## src/rtl/fp32_vec_accum_pkg.sv

```systemverilog
// Shared types and FP32 constants for the vector
// accumulation controller.
package fp32_vec_accum_pkg;

  localparam logic [31:0] FP32_POS_ZERO = 32'h0000_0000;
  localparam logic [31:0] FP32_ONE      = 32'h3F80_0000;

  typedef enum logic [1:0] {
    IDLE,
    ISSUE,
    WAIT,
    DONE
  } state_t;

endpackage

```

## src/rtl/fp32_vec_accum.sv

```systemverilog
// Serial FP32 reduction controller: issues one element per
// partial sum to an external pipelined add/sub unit.
module fp32_vec_accum
  import fp32_vec_accum_pkg::*;
#(
  parameter int LEN_W   = 8,
  parameter int ADD_LAT = 1
) (
  input  logic             clk,
  input  logic             rst,
  input  logic             start,
  input  logic [LEN_W-1:0] len,
  input  logic             mode_sub,
  input  logic             in_valid,
  input  logic [31:0]      in_data,
  output logic             in_ready,
  output logic [31:0]      add_a,
  output logic [31:0]      add_b,
  output logic             add_sub,
  input  logic [31:0]      add_y,
  input  logic             add_ovf,
  output logic             out_valid,
  output logic [31:0]      out_data,
  output logic             out_ovf,
  input  logic             out_ready,
  output logic             busy
);

  localparam int WC_W =
    (ADD_LAT > 1) ? $clog2(ADD_LAT) : 1;
  localparam logic [WC_W-1:0] WC_INIT =
    WC_W'(ADD_LAT - 1);

  state_t            r_state;
  logic [31:0]       r_acc;
  logic [LEN_W-1:0]  r_cnt;
  logic              r_ovf;
  logic              r_mode;
  logic [WC_W-1:0]   r_wcnt;

  logic              w_issue;
  logic              w_done;

  assign w_issue = (r_state == ISSUE);
  assign w_done  = (r_state == DONE);

  always_ff @(posedge clk or posedge rst) begin
    if (rst) begin
      r_state <= IDLE;
      r_acc   <= FP32_POS_ZERO;
      r_cnt   <= '0;
      r_ovf   <= 1'b0;
      r_mode  <= 1'b0;
      r_wcnt  <= '0;
    end else begin
      unique case (r_state)
        IDLE: begin
          if (start) begin
            r_acc <= FP32_POS_ZERO;
            r_ovf <= 1'b0;
            if (len != '0) begin
              r_cnt   <= len;
              r_mode  <= mode_sub;
              r_state <= ISSUE;
            end else begin
              r_state <= DONE;
            end
          end
        end
        ISSUE: begin
          if (in_valid) begin
            r_wcnt  <= WC_INIT;
            r_cnt   <= r_cnt - LEN_W'(1);
            r_state <= WAIT;
          end
        end
        WAIT: begin
          // Only the sample taken on the handshake edge lands here.
          if (r_wcnt == '0) begin
            r_acc   <= add_y;
            r_ovf   <= r_ovf | add_ovf;
            r_state <= (r_cnt == '0) ? DONE : ISSUE;
          end else begin
            r_wcnt <= r_wcnt - WC_W'(1);
          end
        end
        DONE: begin
          if (out_ready) r_state <= IDLE;
        end
        default: r_state <= IDLE;
      endcase
    end
  end

  assign in_ready  = w_issue;
  assign add_a     = r_acc;
  assign add_b     = w_issue ? in_data : FP32_POS_ZERO;
  assign add_sub   = r_mode;
  assign out_valid = w_done;
  assign out_data  = w_done ? r_acc : FP32_POS_ZERO;
  assign out_ovf   = w_done & r_ovf;
  assign busy      = (r_state != IDLE);

endmodule

```

## config.mk

```make
export PLATFORM = sky130hd
export DESIGN_NAME = fp32_vec_accum
export DESIGN_NICKNAME = d
export VERILOG_FILES = /design/src/rtl/fp32_vec_accum_pkg.sv /design/src/rtl/fp32_vec_accum.sv
export SDC_FILE = /design/constraint.sdc
export NUM_CORES = 1
export LEC_CHECK = 0
export BUFFER_PORTS_ARGS = -buffer_cell sky130_fd_sc_hd__buf_2
export CORE_MARGIN = 2
export CORE_UTILIZATION = 40
export DETAILED_ROUTE_END_ITERATION = 12
export HOLD_SLACK_MARGIN = 0.06
export MAX_ROUTING_LAYER = met4
export PLACE_DENSITY = 0.85
export SLEW_MARGIN = 20
export SYNTH_ARGS = -nofsm -noshare
export SYNTH_HDL_FRONTEND = slang
export SYNTH_SLANG_ARGS = --single-unit
```

## constraint.sdc

```tcl
create_clock -name clk -period 1.7 [get_ports clk]
set_clock_uncertainty 0.1 [all_clocks]
set_input_delay 0.17 -clock clk [delete_from_list [all_inputs] [get_ports clk]]
set_output_delay 0.17 -clock clk [all_outputs]
set_load 0.02 [all_outputs]
```

==> impl_results.md, run 1 <==
- First-pass GRT wire length: 12.04 mm
- P_leak: 0.002327 uW
- Die W: 81.38 um
- Status: complete, no violations
- Non-filler cells in the finished layout: 538
- Final #Nets: 543
- Cells after synthesis: 241
- Post-synth top area share: 45.98%
- Number of global-route vias before repair: 2564
- Core Region: 0.005851 mm^2
- Ys flop type: dfrtp_1
- Longest Clk Path Bufs: 2
- H-tree levels: 2
- Clock latency reported for the late side of the worst-skew pair: 290 ps
- Row count: 28
- Ys async rst share: 100.0%
- DRC: 0
- Total power: 6656 uW
- Power Density: 1645 mW/mm^2
- Synth cell types: 38
- GRT Overall Usage: 23.96%
- Placed Cells: 490
- Final ANT Viol Nets: 0
- Startpoint types: flop
- Slew headroom: 65.74%
- 1st-pass router iterations: 4
- Max Slew Vio Count: 0
- RePlAce Congestion: 0.8472
- P&R area growth vs syn: 68.97%
- Avg WL per Cell: 15.90 um
- Hold Violations, Final: 0
- Worst path cell trace: nand2b_4 > inv_8 > clkbuf_16 > and2_1 > buf_2
- Initial antenna violation count: 0
- Routed WL: 8.554 mm
- Routed vias: 2793
- Drt first-iter violations: 200
- CP peak stage delay: 390 ps
- Clock transition at path regs: 90 ps
- Syn avg cell area: 9.937 um^2
- Diode count: 0
- Period utilization: 98.31%
- Number of synthesized flops with an enable pin: 0
- Num CTS Buffers: 5
- Via density: 5.191
- Critical Path AT: 1400 ps
- Setup crit end kind: output port
- CTS tree: built
- Initial core utilization: 40.93%
- Die Span Y: 81.38 um
- Clock Sinks: 44
- Final Core Density: 69.16%
- Worst-path fanout max: 10
- IO buf count: 179
- Flops & latches, synth: 44
- Share of cells above drive strength 1: 47.73%
- Setup violations, final: 0
- Cell Area, Synth: 0.002395 mm^2
- Grt total ovfl: 0
- Max Cap Viol: 0
- Synth top area cells: dfrtp_1 46%, a22o_1 12%, and3_1 8.6%, and2_1 8.4%, nand2_1 2.0%
- HP Class: input port to flop
- Yosys warnings: 0
- Most frequent cell after synthesis: dfrtp_1
- Post-synth net total: 322
- Req. time, crit path: 1430 ps
- Maximum resistive drop on vdd: 0.0008837 V
- Largest net degree at the start of global routing: 43
- Pin slew with the least headroom to its limit: 513.1 ps
- Crit Path Category: flop to output port
- Crit path time final: 1671 ps
- Die area: 0.006622 mm^2
- CTS root buf: clkbuf_8
- Crit path max-delay cell type: dfrtp_1
- Achievable Freq: 0.5983 GHz
- Io pins: 180
- Seq/Total Area, Yosys: 45.98%
- Commonest cells in the synthesized netlist: 44 x dfrtp_1, 33 x and3_1, 32 x a22o_1, 32 x and2_1, 13 x nand2_1
- Most area-hungry cell type in the Yosys netlist: dfrtp_1
- Hpwl dp: 5.593 mm
## metal layers
layer	wire length [um]	vias up	share of wire (%)	track usage (%)
met2	4685	101	55	41.15
met1	3277	1362	38	29.77
li1	-	1314	-	-
met5	0	-	0	-
met3	450	16	5.3	2.889
met4	140	0	1.6	6.610
## layout by cell type (no fill, tap or decap), types with 7 or more instances in the layout
cell type and count:
dfrtp_1 43, nor2_1 8, nand2_1 13, a21oi_1 8
dlygate4sd3_1 35, a22o_1 32, nand3_1 7, buf_4 23
buf_2 168, and3_1 33, and2_1 31
## through the flow
step	cell area [um^2]	hold WS, ps	setup WS, ps	setup TNS (ps)
2_1_floorplan	2395	202.5	80.50	0
3_3_place_gp	3446	121.2	124.7	0
3_5_place_dp	3446	132.2	61.80	0
4_1_cts	3940	93.10	7.799	0
5_1_grt	4046	131.4	-28.16	-189.7
6_report	4046	98.89	28.71	0
## power by group
group / internal, uW / switching, uW / leakage, uW
combinational: 1720 / 2320 / 0.00170
clock: 481 / 374 / 0.0000614
sequential: 1440 / 318 / 0.000563
## repair_timing
action	in CTS	in global routing
endpoints found under the setup margin	56	32
endpoints found under the hold margin	56	0
gates resized for setup	3	18
hold buffers	35	0
setup buffers	2	1
cloned	0	2
## flip-flops by register name, indices dropped and copies added, names as in the netlist
register / count
add_sub: 1
r_ovf: 1
r_state: 2
add_a: 32
r_cnt: 8
## worst paths after layout
kind,from,endpoint,slack (ps),depth (start not counted)
setup reg to reg,r_cnt[0]$_DFFE_PP0P_,r_cnt[6]$_DFFE_PP0P_,50,5
hold / removal,out_ready,r_state[0]$_DFFE_PP0P_,100,4
setup / recovery,r_state[1]$_DFFE_PP0P_,add_b[16],30,5
min in group asynchronous,rst,add_a[11]$_DFFE_PP0P_,360,3
max in group asynchronous,rst,r_state[0]$_DFFE_PP0P_,630,4
hold reg to reg,add_sub$_DFFE_PP0P_,add_sub$_DFFE_PP0P_,410,1
## critical path, delay by kind of cell (launching register included)
family | cells | cell delay (ps)
buffers and inverters | 3 | 400
AND/OR/NAND/NOR | 2 | 320
flip-flops | 1 | 390
## area by class of cell
cell class	count	area (um^2)
Clock inverter	2	38.79
Fill cell	435	1804
Tap cell	75	93.84
Timing Repair Buffer	234	1511
Sequential cell	44	1102
Multi-Input combinational cell	169	1180
Clock buffer	6	82.58
Inverter	8	37.54
## cells by family (layout without fill, tap and decap cells)
logic type / count (synthesis) / in the layout / synth area share, %
simple gates: 109 / 109 / 27.53
flops: 44 / 44 / 45.98
compound gates: 55 / 55 / 18.86
buf+inv: 28 / 250 / 5.120
mux: 3 / 3 / 1.463
fa+ha+maj: 2 / 2 / 1.045
Power figures use the tool's default switching activity.
==> inputs of run 2 (changes only) <==
--- a/config.mk
+++ b/config.mk
@@ -12,6 +12,7 @@
 export HOLD_SLACK_MARGIN = 0.06
 export MAX_ROUTING_LAYER = met4
 export PLACE_DENSITY = 0.85
+export REMOVE_ABC_BUFFERS = 1
 export SLEW_MARGIN = 20
 export SYNTH_ARGS = -nofsm -noshare
 export SYNTH_HDL_FRONTEND = slang
==> run 2 against run 1 <==
Die area unchanged. Hold slack better by 8.3 ps. Critical path depth decreased by 1. First-iteration DRC count decreased by 36%. Largest cell class unchanged.
==> impl_results.md, run 2 (synthesis results as in run 1) <==
- Status: complete, no violations (unchanged)
- Initial antenna violation count: 0 (unchanged)
- CTS root buf: clkbuf_8 (unchanged)
- Via density: 5.287 (was 5.191)
- Number of global-route vias before repair: 2707 (was 2564)
- Max Slew Vio Count: 0 (unchanged)
- Drt first-iter violations: 129 (was 200)
- HP Class: input port to flop (unchanged)
- Die W: 81.38 um (unchanged)
- P_leak: 0.002314 uW (was 0.002327 uW)
- Io pins: 180 (unchanged)
- Num CTS Buffers: 5 (unchanged)
- Most common cell after layout, fill and taps aside: buf_2 (unchanged)
- HP Start: len[0] (was out_ready)
- Share of cells above drive strength 1: 47.10% (was 47.73%)
- Number of flip-flops in the largest register: 32 (unchanged)
- Pin slew with the least headroom to its limit: 700.9 ps (was 513.1 ps)
- Crit path max-delay cell type: dfrtp_2 (was dfrtp_1)
- Die area: 0.006622 mm^2 (unchanged)
- Routed WL: 8.585 mm (was 8.554 mm)
- Worst path cell trace: buf_4 > buf_4 > and3_1 > buf_2 (was nand2b_4 > inv_8 > clkbuf_16 > and2_1 > buf_2)
- Most frequent cells in the layout: 178 x buf_2, 43 x dfrtp_1, 36 x dlygate4sd3_1 (was 168 x buf_2, 43 x dfrtp_1, 35 x dlygate4sd3_1)
- Longest Clk Path Bufs: 2 (unchanged)
- H-tree levels: 2 (unchanged)
- Critical Path AT: 1400 ps (about the same)
- First-pass GRT wire length: 12.61 mm (was 12.04 mm)
- Hpwl dp: 5.524 mm (was 5.593 mm)
- # fillers: 439 (was 435)
- Final #Nets: 545 (was 543)
- 1st-pass router iterations: 5 (was 4)
- R2R Path Start: r_state[0]$_DFFE_PP0P_ (was r_cnt[0]$_DFFE_PP0P_)
- Crit path time final: 1671 ps (about the same)
- CP peak stage delay: 450 ps (was 390 ps)
- Final worst slack: 29.05 ps (was 28.71 ps)
- Hold WS: 107.2 ps (was 98.89 ps)
- Avg WL per Cell: 15.90 um (about the same)
- Worst-path fanout max: 12 (was 10)
- Largest net degree at the start of global routing: 46 (was 43)
- Initial core utilization: 40.93% (unchanged)
- Final ANT Viol Nets: 0 (unchanged)
- Req. time, crit path: 1430 ps (about the same)
- Clock latency reported for the late side of the worst-skew pair: 290 ps (about the same)
- CTS tree: built (unchanged)
- Crit Path Category: flop to output port (unchanged)
- P&R area growth vs syn: 66.93% (was 68.97%)
- Clock transition at path regs: 90 ps (about the same)
- GRT Overall Usage: 25.58% (was 23.96%)
- Maximum resistive drop on vdd: 0.0008336 V (was 0.0008837 V)
- Setup violations, final: 0 (unchanged)
- Core Region: 0.005851 mm^2 (unchanged)
- Achievable Freq: 0.5985 GHz (was 0.5983 GHz)
- Switching part of the total power: 46.43% (was 45.20%)
- Period utilization: 98.29% (was 98.31%)
- Pint: 3476 uW (was 3648 uW)
- RePlAce Congestion: 0.8297 (was 0.8472)
- IO buf count: 179 (unchanged)
- Clock power frac: 13.2% (was 12.8%)
- Diode count: 0 (unchanged)
- Grt total ovfl: 0 (unchanged)
- Setup crit end kind: output port (unchanged)
- Power Density: 1623 mW/mm^2 (was 1645 mW/mm^2)
- Clock Sinks: 44 (unchanged)
- Most used cell, CP: buf_4
- Worst slack at placement: 70.35 ps (was 61.80 ps)
- Unrepaired setup endpoints after global routing: true
- Reg power frac: 27.7% (was 26.5%)
- DRC: 0 (unchanged)
- Slew headroom: 52.99% (was 65.74%)
- Row count: 28 (unchanged)
- Startpoint types: flop (unchanged)
- Net switching power: 3012 uW (was 3008 uW)
- Max Cap Viol: 0 (unchanged)
- Routed vias: 2855 (was 2793)
- Combinational Power Share: 59.1% (was 60.7%)
- Die Span Y: 81.38 um (unchanged)
- Crit. Startpoint: r_state[0]$_DFFE_PP0P_ (was r_state[1]$_DFFE_PP0P_)
- Hold Violations, Final: 0 (unchanged)
run 2: cell type report:
class                   count  area (um^2)  area share (%)
inverters                   8        42.54           1.064
multi-input cells         169         1175           29.39
well taps                  75        93.84           2.347
clock inverters             2        38.79          0.9703
repair inverters            1        8.758          0.2191
repair buffers            235         1454           36.37
flip-flops and latches     44         1102           27.57
clock buffers               6        82.58           2.066
run 2: routing by layer:
metal	track usage (%)	wire [um]	vias up
met4	8.305	114	0
li1	-	-	1312
met2	46.56	4528	177
met3	4.444	795	10
met5	-	0	-
met1	28.15	3147	1356
run 2: repair_timing:
action,CTS,global route
hold buffers,36,0
endpoints found under the hold margin,51,0
resized for setup,7,4
endpoints found under the setup margin,64,62
gates cloned,0,1
pin swaps,0,1
setup buffers,2,4
run 2: final timing paths:
path	endpoint	slack, ps	depth (start not counted)
hold reg to reg	add_sub$_DFFE_PP0P_	430	1
hold / removal	r_cnt[0]$_DFFE_PP0P_	110	3
setup / recovery	out_data[27]	30	4
max in group asynchronous	add_a[2]$_DFFE_PP0P_	620	4
setup reg to reg	r_cnt[3]$_DFFE_PP0P_	90	6
min in group asynchronous	add_a[25]$_DFFE_PP0P_	350	3
run 2: power by group through the flow:
stage / Clock [uW] / Combinational, uW / Sequential, uW
6_report: 856 / 3840 / 1800
2_1_floorplan: 0 / 1790 / 2150
3_3_place_gp: 0 / 3440 / 1770
5_1_grt: 911 / 4140 / 1840
4_1_cts: 881 / 3620 / 1770
3_5_place_dp: 0 / 3520 / 1790
run 2: metrics by stage:
step,power [uW],TNS (ps),util [%],cells,cell area [um^2]
4_1_cts,6275,0,67.22,535,3933
3_5_place_dp,5309,0,58.68,490,3433
3_3_place_gp,5212,0,58.68,490,3433
5_1_grt,6897,-69.83,68.33,540,3998
6_report,6488,0,68.33,540,3998
2_1_floorplan,3938,-28040,-,221,2302
run 2: worst max-delay path: cells and delay by family, from the launching register on:
kind | cells | cell delay, ps
simple gates | 1 | 160
flops | 1 | 450
buf+inv | 3 | 500
